### config.mk
export PLATFORM = sky130hd
export DESIGN_NAME = mux_demux_scan_flat
export DESIGN_NICKNAME = d
export VERILOG_FILES = /design/src/rtl/mux_demux_scan_if.sv /design/src/rtl/mux_demux_scan.sv /design/src/flat_wrapper.sv
export SDC_FILE = /design/constraint.sdc
export NUM_CORES = 1
export LEC_CHECK = 0
export BUFFER_PORTS_ARGS = -buffer_cell sky130_fd_sc_hd__clkbuf_2
export CORE_MARGIN = 2
export CORE_UTILIZATION = 45
export CTS_BUF_LIST = sky130_fd_sc_hd__clkbuf_4 sky130_fd_sc_hd__clkbuf_8
export CTS_CLUSTER_SIZE = 30
export DETAILED_ROUTE_END_ITERATION = 10
export HOLD_SLACK_MARGIN = 0.15
export PLACE_DENSITY = 0.8
export SLEW_MARGIN = 5
export SYNTH_ARGS = -nofsm -noshare
export SYNTH_HDL_FRONTEND = slang
export SYNTH_SLANG_ARGS = --single-unit
export TNS_END_PERCENT = 50
### constraint.sdc
create_clock -name clk -period 2.21 [get_ports clk]
set_clock_uncertainty 0.2 [all_clocks]
set_input_delay 0.221 -clock clk [delete_from_list [all_inputs] [get_ports clk]]
set_output_delay 0.221 -clock clk [all_outputs]
set_load 0.02 [all_outputs]
### src/rtl/mux_demux_scan_if.sv
// Channel-select bus for mux_demux_scan: control strobes, mux/demux data and status.
// The master drives the control and data inputs; the slave (the block) returns the registered outputs.
interface mux_demux_scan_if #(
  parameter int CH = 4,
  parameter int W  = 1
);
  localparam int SELW = $clog2(CH);

  logic            en;
  logic            mode;
  logic            sel_load;
  logic [SELW-1:0] sel_in;
  logic [CH*W-1:0] I;
  logic [W-1:0]    Y;
  logic [W-1:0]    D;
  logic [CH*W-1:0] Yd;
  logic [SELW-1:0] sel_cur;
  logic            wrap;
  logic            sel_err;

  modport master (
    output en, mode, sel_load, sel_in, I, D,
    input  Y, Yd, sel_cur, wrap, sel_err
  );

  modport slave (
    input  en, mode, sel_load, sel_in, I, D,
    output Y, Yd, sel_cur, wrap, sel_err
  );
endinterface

### src/rtl/mux_demux_scan.sv
// Registered CH-channel mux/demux sharing one selector, loaded manually or advanced by a dwell scan.
// Optional macro BREAK_BEFORE_MAKE_EN blanks Y/Yd for one cycle whenever the selector changes.
module mux_demux_scan #(
  parameter int CH    = 4,
  parameter int W     = 1,
  parameter int DWELL = 8
) (
  input  logic            clk,
  input  logic            rst,
  mux_demux_scan_if.slave bus
);
  localparam int SELW = $clog2(CH);
  localparam int CNTW = (DWELL > 1) ? $clog2(DWELL) : 1;
  localparam logic [SELW-1:0] SEL_LAST = SELW'(CH - 1);
  localparam logic [CNTW-1:0] CNT_LAST = CNTW'(DWELL - 1);

  logic [SELW-1:0] sel_p1, sel_next;
  logic [CNTW-1:0] cnt_p1, cnt_next;
  logic            wrap_p1, wrap_next;
  logic            err_p1, err_next;
  logic [W-1:0]    y_p1, y_next;
  logic [CH*W-1:0] yd_p1, yd_next;
  logic            in_range;
  logic            load_ok;

  // Every encodable selector is a real channel when CH is a power of two.
  generate
    if ((1 << SELW) == CH) begin : g_pow2
      assign in_range = 1'b1;
    end else begin : g_npow2
      assign in_range = (bus.sel_in <= SEL_LAST);
    end
  endgenerate

  assign load_ok = bus.sel_load && in_range;

  // Stage 0: next selector, dwell count and status pulses
  always_comb begin
    sel_next  = sel_p1;
    cnt_next  = cnt_p1;
    wrap_next = 1'b0;
    err_next  = 1'b0;
    if (bus.en) begin
      err_next = bus.sel_load && !in_range;
      if (load_ok) begin
        sel_next = bus.sel_in;
        cnt_next = '0;
      end else if (bus.mode) begin
        if (cnt_p1 == CNT_LAST) begin
          cnt_next  = '0;
          wrap_next = (sel_p1 == SEL_LAST);
          sel_next  = (sel_p1 == SEL_LAST) ? '0 : sel_p1 + SELW'(1);
        end else begin
          cnt_next = cnt_p1 + CNTW'(1);
        end
      end else begin
        cnt_next = '0;
      end
    end
  end

  // Data is routed by the selector being registered this cycle, not the old one.
  always_comb begin
    y_next  = '0;
    yd_next = '0;
    for (int k = 0; k < CH; k++) begin
      if (sel_next == SELW'(k)) begin
        y_next            = bus.I[k*W +: W];
        yd_next[k*W +: W] = bus.D;
      end
    end
`ifdef BREAK_BEFORE_MAKE_EN
    if (sel_next != sel_p1) begin
      y_next  = '0;
      yd_next = '0;
    end
`endif
  end

  // Stage 1: registered selector, status and datapath
  always_ff @(posedge clk) begin
    if (rst) begin
      sel_p1  <= '0;
      cnt_p1  <= '0;
      wrap_p1 <= 1'b0;
      err_p1  <= 1'b0;
      y_p1    <= '0;
      yd_p1   <= '0;
    end else begin
      sel_p1  <= sel_next;
      cnt_p1  <= cnt_next;
      wrap_p1 <= wrap_next;
      err_p1  <= err_next;
      if (bus.en) begin
        y_p1  <= y_next;
        yd_p1 <= yd_next;
      end
    end
  end

  assign bus.Y       = y_p1;
  assign bus.Yd      = yd_p1;
  assign bus.sel_cur = sel_p1;
  assign bus.wrap    = wrap_p1;
  assign bus.sel_err = err_p1;
endmodule

### src/flat_wrapper.sv
// flat-port wrapper written by rule: the top's interface ports become plain ports
module mux_demux_scan_flat 
#(
  parameter int CH    = 4,
  parameter int W     = 1,
  parameter int DWELL = 8
)
  (clk, rst, bus_en, bus_mode, bus_sel_load, bus_sel_in, bus_I, bus_D, bus_Y, bus_Yd, bus_sel_cur, bus_wrap, bus_sel_err);
  mux_demux_scan_if #(.CH(CH), .W(W)) bus_i ();
  input  logic clk;
  input  logic rst;
  input wire logic [$bits(bus_i.en)-1:0] bus_en;
  input wire logic [$bits(bus_i.mode)-1:0] bus_mode;
  input wire logic [$bits(bus_i.sel_load)-1:0] bus_sel_load;
  input wire logic [$bits(bus_i.sel_in)-1:0] bus_sel_in;
  input wire logic [$bits(bus_i.I)-1:0] bus_I;
  input wire logic [$bits(bus_i.D)-1:0] bus_D;
  output wire logic [$bits(bus_i.Y)-1:0] bus_Y;
  output wire logic [$bits(bus_i.Yd)-1:0] bus_Yd;
  output wire logic [$bits(bus_i.sel_cur)-1:0] bus_sel_cur;
  output wire logic [$bits(bus_i.wrap)-1:0] bus_wrap;
  output wire logic [$bits(bus_i.sel_err)-1:0] bus_sel_err;
  assign bus_i.en = bus_en;
  assign bus_i.mode = bus_mode;
  assign bus_i.sel_load = bus_sel_load;
  assign bus_i.sel_in = bus_sel_in;
  assign bus_i.I = bus_I;
  assign bus_i.D = bus_D;
  assign bus_Y = bus_i.Y;
  assign bus_Yd = bus_i.Yd;
  assign bus_sel_cur = bus_i.sel_cur;
  assign bus_wrap = bus_i.wrap;
  assign bus_sel_err = bus_i.sel_err;
  mux_demux_scan #(.CH(CH), .W(W), .DWELL(DWELL)) u_core (.clk(clk), .rst(rst), .bus(bus_i));
endmodule
==> impl_metrics.ini, run 1 <==
[hold_path]
min_from = bus_sel_load
hp-class = input pin to register

[power]
p_total_uw = 445
netSwitchingPower_uw = 122
p_clk_share_pct = 34.6
vdd_drop_max_mv = 0.469
seqPwrFrac_pct = 47.0
pwr-share-comb_pct = 18.4
p_per_area_nw_per_um2 = 545
p_leak_nw = 0.353
intPower_uw = 323
netSwitchingFraction_pct = 27.4

[cells_and_area]
finalInstanceArea_um2 = 816
layout-drive-gt1-share_pct = 36.1
num_antenna_cells = 0
area_growth_pct = 33.9
final_nets = 113
n_fill_cell = 107

[global_route]
grt_pass1_vias = 544
antenna_found_initial = 0
grt_max_degree = 13
grt_usage_pct = 19.1
grt_overflow = 0
grt_first_pass_wirelength_um = 2150

[clock_network]
clkTransAtPathRegs_ps = 80
cts-root-buf = clkbuf_4
cts-htree-levels = 1
cts_buffers = 3
cts_tree = yes
clockBufferDepth = 2
clk_latency_ps = 270
clkSinkCount = 11

[timing]
setup_violations = 0
setup_tns_ps = 0
grt_setup_unrepaired = false
max_freq_mhz = 483
hold_viol = 0
timing.hold.ws_ps = 172
min_period_over_period_pct = 93.6
final.min_clock_period_ps = 2070
slew_viol_final = 0

[die]
start_util_pct = 47.4
die_y_um = 40.8
num_io_pins = 21
rows = 13
fp.coreArea_um2 = 1280
dieArea_um2 = 1660
die_x_um = 40.8

[synthesis]
syn_area_per_cell_um2 = 8.58
async_flop_share_pct = 0
ys_ff_latch = 11
synth.cell_area_um2 = 609
yosysMostFrequentCell = dfxtp_1
syn_nets = 86
synth_commonest_cells = 11 x dfxtp_1, 9 x nand2_1, 8 x a21oi_1
ys.flop_type = dfxtp_1
synth-seq-area-share_pct = 36.1
post_synth_num_cell_types = 27
synth_area_leaders = dfxtp_1 36%, a21oi_1 6.6%, ha_1 6.2%, nand2_1 5.5%, a221oi_4 4.3%
synth_edf_count = 0
synth_top_area_share_pct = 36.1
ys.warnings.count = 0
synth_area_leader_cell = dfxtp_1
syn_inst = 71

[critical_path]
worstPathCellList = ha_2 -> ha_4 -> nand2_2 -> mux2_4 -> a221oi_4 -> o211a_1 -> a211oi_2
rr_startpoint = u_core.cnt_p1[0]$_SDFFE_PP0P_
worstPathRequired_ps = 2160
crit_path_start_kind = register
cpLargestDelayFamily = compound AO/OA/AOI/OAI gates
path_max_fanout = 8
slowest_delay_ps = 380
worstPathArrival_ps = 2020
startpoint = u_core.cnt_p1[0]$_SDFFE_PP0P_
crit_path_end_kind = register
critPathSlowestCell = a221oi_4
path_buf_inv = 0
critPathKind = register to register

[drt]
detail_route.wl_per_cell_um = 12.3
drc = 0
drt_iter0_drc = 10
via_count = 602
first_pass_iters = 4
drt-vias-per-instance = 5.38
wl_um = 1380
postRouteAntennaNets = 0

[place]
portBuffers = 19
dpl_cell_area_um2 = 712
gp_congestion = 0.722
dpl.hpwl_um = 1010

[run_status]
outcome = finished clean

[flow_run]
maxCapViolCount = 0
==> layout make-up <==
cell class / count / area (µm²) / area share [%]
clock buffers: 4 / 30.0 / 3.68
inverters: 4 / 15.0 / 1.84
multi-input cells: 52 / 370 / 45.4
flip-flops and latches: 11 / 221 / 27.1
well taps: 15 / 18.8 / 2.30
repair buffers: 26 / 160 / 19.6
==> registers in the layout, indices dropped and copies added (netlist names) <==
name                cells
u_core.bus.Y            1
u_core.bus.Yd           4
u_core.bus.sel_cur      2
u_core.bus.wrap         1
u_core.cnt_p1           3
==> layer usage <==
metal	global-route usage, %	vias to the layer above	share of wire (%)
li1	-	308	-
met1	24.0	278	45
met2	32.0	16	51
met3	1.63	0	3.6
met4	10.0	0	0
met5	0	-	0
==> worst reg2reg max path, delay by kind of cell (launching register included) <==
family	cells	cell delay, ps
flops	1	330
mux	1	310
fa+ha+maj	2	360
compound gates	3	670
simple gates	1	80
==> repair_timing <==
item / in CTS / in global routing
setup buffers: 0 / 1
resized for setup: 0 / 4
setup endpoints to repair: 0 / 5
hold endpoints to repair: 11 / 0
hold buffers: 5 / 0
==> worst paths after layout <==
path,end,slack (ps),cells past startpoint
worst max-delay path,u_core.bus.Y$_SDFFE_PP0P_,140,7
worst min-delay path,u_core.bus.wrap$_SDFF_PP0_,170,4
worst max register to register,u_core.bus.Y$_SDFFE_PP0P_,140,7
worst min register to register,u_core.bus.Yd[1]$_SDFFE_PP0P_,260,2
==> layout by cell type, fill, tap and decap left out, drive strengths merged, types with 2 or more instances in the layout <==
cell / instances
clkbuf: 23
dfxtp: 11
nand2: 10
a21oi: 8
dlygate4sd3: 5
inv: 4
nor2: 4
nand3: 4
nand4: 3
ha: 3
and3: 2
o21ai: 2
nor2b: 2
nand4b: 2
buf: 2
mux2: 2
==> cell families after synthesis <==
kind of cell / Yosys count / share of synthesized area, %
AO/OA/AOI/OAI: 14 / 18.7
flip-flops: 11 / 36.1
adder cells (fa/ha/maj): 3 / 6.16
AND/OR/NAND/NOR: 32 / 28.5
buffers and inverters: 8 / 5.54
other: 1 / 0.615
multiplexers: 2 / 4.31
==> power by group through the flow <==
stage / Clock, mW / Sequential, mW / Combinational [mW]
5_1_grt: 0.167 / 0.211 / 0.0901
3_3_place_gp: 0 / 0.214 / 0.0704
3_5_place_dp: 0 / 0.214 / 0.0727
2_1_floorplan: 0 / 0.219 / 0.0422
4_1_cts: 0.154 / 0.209 / 0.0799
6_report: 0.154 / 0.209 / 0.0819
==> stage by stage <==
| stage | setup slack, ps | cells | utilization (%) |
|---|---|---|---|
| 4_1_cts | 15.6 | 111 | 61.6 |
| 3_5_place_dp | 21.1 | 102 | 55.4 |
| 5_1_grt | 35.1 | 112 | 63.5 |
| 2_1_floorplan | 163 | 71 | - |
| 6_report | 140 | 112 | 63.5 |
| 3_3_place_gp | 97.1 | 102 | 55.4 |
Power figures use the tool's default switching activity.
==> run 2: changes to the inputs <==
--- a/config.mk
+++ b/config.mk
@@ -6,8 +6,10 @@
 export NUM_CORES = 1
 export LEC_CHECK = 0
 export BUFFER_PORTS_ARGS = -buffer_cell sky130_fd_sc_hd__clkbuf_2
+export CELL_PAD_IN_SITES_DETAIL_PLACEMENT = 0
+export CELL_PAD_IN_SITES_GLOBAL_PLACEMENT = 1
 export CORE_MARGIN = 2
-export CORE_UTILIZATION = 45
+export CORE_UTILIZATION = 33
 export CTS_BUF_LIST = sky130_fd_sc_hd__clkbuf_4 sky130_fd_sc_hd__clkbuf_8
 export CTS_CLUSTER_SIZE = 30
 export DETAILED_ROUTE_END_ITERATION = 10
==> run 2 against run 1 <==
First-iteration DRC count increased by 80%. Highest routed layer is now met4. Combinational power about the same. Cell count increased by 9.8%. Total power decreased by 2.4%.
==> impl_metrics.ini, run 2 (synthesized netlist as in run 1, its figures left out) <==
[global_route]
grt_overflow = 0
antenna_found_initial = 0
grt_max_degree = 13
grt_first_pass_wirelength_um = 2200
grt_usage_pct = 14.5
grt_pass1_vias = 541

[clock_network]
post_cts_resized = 0
clockBufferDepth = 2
clkTransAtPathRegs_ps = 80
cts_buffers = 3
cts-root-buf = clkbuf_4
clkSinkCount = 11
clk_latency_ps = 280
cts_tree = yes
cts-htree-levels = 1

[cells_and_area]
final_nets = 114
area_growth_pct = 34.5
finalInstanceArea_um2 = 820
num_antenna_cells = 0
layout_commonest_cell = clkbuf_2
final_cell_mix = 19 x clkbuf_2, 11 x dfxtp_1, 9 x nand2_1
largest_reg_flops = 4
layout-drive-gt1-share_pct = 32.7

[power]
intPower_uw = 309
p_clk_share_pct = 32.9
p_leak_nw = 0.362
p_per_area_nw_per_um2 = 530
vdd_drop_max_mv = 0.246
netSwitchingPower_uw = 125
seqPwrFrac_pct = 48.2
pwr-share-comb_pct = 18.9
p_total_uw = 434
netSwitchingFraction_pct = 28.8

[critical_path]
slowest_delay_ps = 330
crit_path_end_kind = register
critPathSlowestCell = dfxtp_1
crit_path_start_kind = register
critPathKind = register to register
worstPathCellList = ha_1 -> ha_1 -> nand2_2 -> mux2_4 -> a221oi_4 -> buf_4 -> o211a_1 -> a211oi_2
worstPathRequired_ps = 2170
path_max_fanout = 8
crit_top_cell = ha_1
worstPathArrival_ps = 2060

[die]
die_x_um = 47.0
num_io_pins = 21
die_y_um = 47.0
start_util_pct = 35.3
fp.coreArea_um2 = 1730
dieArea_um2 = 2210
rows = 15

[timing]
setup_violations = 0
min_period_over_period_pct = 94.8
final.min_clock_period_ps = 2090
hold_viol = 0
grt_setup_unrepaired = false
setup_tns_ps = 0
slew_viol_final = 0
max_freq_mhz = 477

[drt]
wl_um = 1360
via_count = 612
drc = 0
detail_route.wl_per_cell_um = 11.0
postRouteAntennaNets = 0
drt-vias-per-instance = 4.98
drt_iter0_drc = 18
first_pass_iters = 4

[place]
portBuffers = 19
dpl_cell_area_um2 = 724
dpl.hpwl_um = 993
gp_congestion = 0.811

[flow_run]
maxCapViolCount = 0

[run_status]
outcome = finished clean

[hold_path]
hp-class = input pin to register
run 2: cell count changes in the layout (fill, tap and decap cells not counted):
cell | previous run | this run
clkbuf_4 | 4 | 3
clkinv_2 | 0 | 1
dfxtp_1 | 10 | 11
dfxtp_2 | 1 | 0
dlygate4sd3_1 | 5 | 6
ha_1 | 1 | 3
ha_2 | 1 | 0
ha_4 | 1 | 0
run 2: per-stage QoR:
stage	setup WS [ps]	hold slack [ps]	std cells	util, %
floorplan	163	173	71	-
global placement	79.6	256	112	42.0
CTS	35.1	160	122	47.0
detailed placement	29.5	261	112	42.0
global route	21.0	179	123	47.5
finish	115	165	123	47.5
run 2: power by group through the flow:
stage	registers [mW]	logic, mW	clock network (mW)
2_1_floorplan	0.219	0.0422	0
3_5_place_dp	0.214	0.0720	0
4_1_cts	0.209	0.0806	0.151
6_report	0.209	0.0822	0.143
3_3_place_gp	0.214	0.0718	0
5_1_grt	0.210	0.0907	0.158
run 2: routing by layer:
metal / wire length, µm / GRT usage, %
met1: 624 / 16.6
met4: 6 / 5.00
met3: 81 / 6.15
met2: 646 / 24.1
met5: 0 / 0
run 2: timing repair:
| item | 4_1_cts | 5_1_grt |
|---|---|---|
| endpoints found under the setup margin | 0 | 2 |
| hold buffers | 6 | 0 |
| endpoints found under the hold margin | 11 | 0 |
| setup buffers | 0 | 1 |
run 2: area by class of cell:
class | instances | area, µm²
Timing Repair Buffer | 27 | 170
Clock buffer | 3 | 22.5
Inverter | 4 | 15.0
Tap cell | 25 | 31.3
Sequential cell | 11 | 220
Fill cell | 188 | 907
Clock inverter | 1 | 5.00
Multi-Input combinational cell | 52 | 355
run 2: final timing paths:
kind / cells past startpoint / slack, ps / end / startpoint
setup / recovery: 8 / 120 / u_core.bus.Y$_SDFFE_PP0P_ / u_core.cnt_p1[0]$_SDFFE_PP0P_
hold / removal: 4 / 160 / u_core.bus.Yd[0]$_SDFFE_PP0P_ / bus_en
setup reg to reg: 8 / 120 / u_core.bus.Y$_SDFFE_PP0P_ / u_core.cnt_p1[0]$_SDFFE_PP0P_
hold reg to reg: 2 / 270 / u_core.bus.Yd[1]$_SDFFE_PP0P_ / u_core.bus.Yd[1]$_SDFFE_PP0P_
run 2: critical path, delay by kind of cell, from the launching register on:
family,cells,cell delay [ps]
flops,1,330
fa+ha+maj,2,450
simple gates,1,100
compound gates,3,420
buf+inv,1,190
mux,1,310
==> run 3: changes to the inputs <==
--- a/config.mk
+++ b/config.mk
@@ -14,7 +14,7 @@
 export CTS_CLUSTER_SIZE = 30
 export DETAILED_ROUTE_END_ITERATION = 10
 export HOLD_SLACK_MARGIN = 0.15
-export PLACE_DENSITY = 0.8
+export PLACE_DENSITY = 0.73
 export SLEW_MARGIN = 5
 export SYNTH_ARGS = -nofsm -noshare
 export SYNTH_HDL_FRONTEND = slang
==> run 3 against run 2 <==
Total power up 0.68%. Final area down 1.5%. Sequential share of layout area up 0.42 points. Highest routed layer is now met3. Critical path depth down 1. Critical path type unchanged. Register-to-register slack worse by 20 ps. Sequential power about the same. Non-clock buffer count down 2. Count of clock-buffer cells in the layout up 1.
==> impl_metrics.ini, run 3 (synthesized netlist as in run 1, its figures left out) <==
[run_status]
outcome = finished clean

[timing]
grt_setup_unrepaired = false
hold_viol = 0
slew_viol_final = 0
fin_ws_ps = 99.9
setup_tns_ps = 0
final.min_clock_period_ps = 2110
setup_violations = 0
max_freq_mhz = 474
min_period_over_period_pct = 95.5

[critical_path]
slowest_delay_ps = 380
critPathSlowestCell = a221oi_4
crit_path_end_kind = register
crit_path_start_kind = register
path_max_fanout = 8
worstPathRequired_ps = 2160
worstPathCellList = ha_1 -> ha_2 -> nand2_2 -> mux2_4 -> a221oi_4 -> o211a_1 -> a211oi_2
worstPathArrival_ps = 2060
critPathKind = register to register

[cells_and_area]
layout_commonest_cell = clkbuf_2
final_cell_count_no_fill = 121
num_antenna_cells = 0
final_nets = 112
final_cell_mix = 19 x clkbuf_2, 11 x dfxtp_1, 9 x nand2_1
area_growth_pct = 32.4
n_fill_cell = 185
layout-drive-gt1-share_pct = 33.3
largest_reg_flops = 4

[global_route]
antenna_found_initial = 0
grt_usage_pct = 14.4
grt_max_degree = 13
grt_pass1_vias = 579
grt_overflow = 0
grt_first_pass_wirelength_um = 2260

[die]
dieArea_um2 = 2210
rows = 15
die_x_um = 47.0
start_util_pct = 35.3
fp.coreArea_um2 = 1730
die_y_um = 47.0
num_io_pins = 21

[hold_path]
hp-class = input pin to register

[drt]
drt_iter0_drc = 15
drc = 0
drt-vias-per-instance = 4.92
postRouteAntennaNets = 0
first_pass_iters = 4
wl_um = 1340
via_count = 595
detail_route.wl_per_cell_um = 11.1

[clock_network]
cts_setup_buffers = 0
cts-htree-levels = 1
cts_tree = yes
cts_buffers = 3
clockBufferDepth = 2
clk_latency_ps = 270
cts-root-buf = clkbuf_4
clkSinkCount = 11
clkTransAtPathRegs_ps = 70

[place]
dp_cells = 112
dp_slack_ps = 32.1
portBuffers = 19
gp_congestion = 0.783
dpl.hpwl_um = 966

[power]
vdd_drop_max_mv = 0.507
p_per_area_nw_per_um2 = 542
p_leak_nw = 0.351

[flow_run]
maxCapViolCount = 0
run 3: changes by cell type in the layout (fill, tap and decap cells not counted), sizes merged:
cell,delta
buf,-1
dlygate4sd3,-1
clkinv,-1
clkbuf,+1
run 3: area by class of cell:
type                            instances  area, µm²  share of cell area, %
Multi-Input combinational cell         52        358                   44.3
Sequential cell                        11        220                   27.3
Timing Repair Buffer                   25        153                   18.9
Tap cell                               25       31.3                   3.88
Clock buffer                            4       30.0                   3.72
Inverter                                4       15.0                   1.86
run 3: per-layer routing:
layer | vias up | share of wire, % | track usage, %
met5 | - | 0 | 0
met4 | 0 | 0 | 2.22
met3 | 0 | 5.5 | 5.77
met2 | 19 | 49 | 26.6
met1 | 268 | 45 | 15.9
li1 | 308 | - | -
run 3: where the power goes:
group	internal, mW	switching (mW)	total (mW)
Combinational	0.0352	0.0435	0.0786
Sequential	0.204	0.00525	0.209
Clock	0.0821	0.0671	0.149
Total	0.321	0.116	0.437
run 3: critical path, delay by kind of cell (launching register included):
kind	cells	cell delay, ps
adder cells (fa/ha/maj)	2	400
flip-flops	1	330
AO/OA/AOI/OAI	3	660
multiplexers	1	310
AND/OR/NAND/NOR	1	80
run 3: timing repair:
action	in CTS	in global routing
hold buffers	5	0
resized for setup	0	1
setup endpoints to repair	0	5
endpoints found under the hold margin	11	0
run 3: final timing paths:
kind / slack (ps) / cells past startpoint / end / from
setup reg to reg: 100 / 7 / u_core.bus.Y$_SDFFE_PP0P_ / u_core.cnt_p1[0]$_SDFFE_PP0P_
setup / recovery: 100 / 7 / u_core.bus.Y$_SDFFE_PP0P_ / u_core.cnt_p1[0]$_SDFFE_PP0P_
hold reg to reg: 260 / 2 / u_core.bus.Yd[0]$_SDFFE_PP0P_ / u_core.bus.Yd[0]$_SDFFE_PP0P_
hold / removal: 160 / 4 / u_core.bus.wrap$_SDFF_PP0_ / bus_sel_load
run 3: metrics by stage:
stage	utilization (%)	area (µm²)	hold WS [ps]	power, mW
floorplan	-	609	173	0.262
global placement	42.0	724	256	0.286
detailed placement	42.0	724	259	0.286
CTS	46.6	805	163	0.441
global route	46.7	807	210	0.461
finish	46.7	807	158	0.437
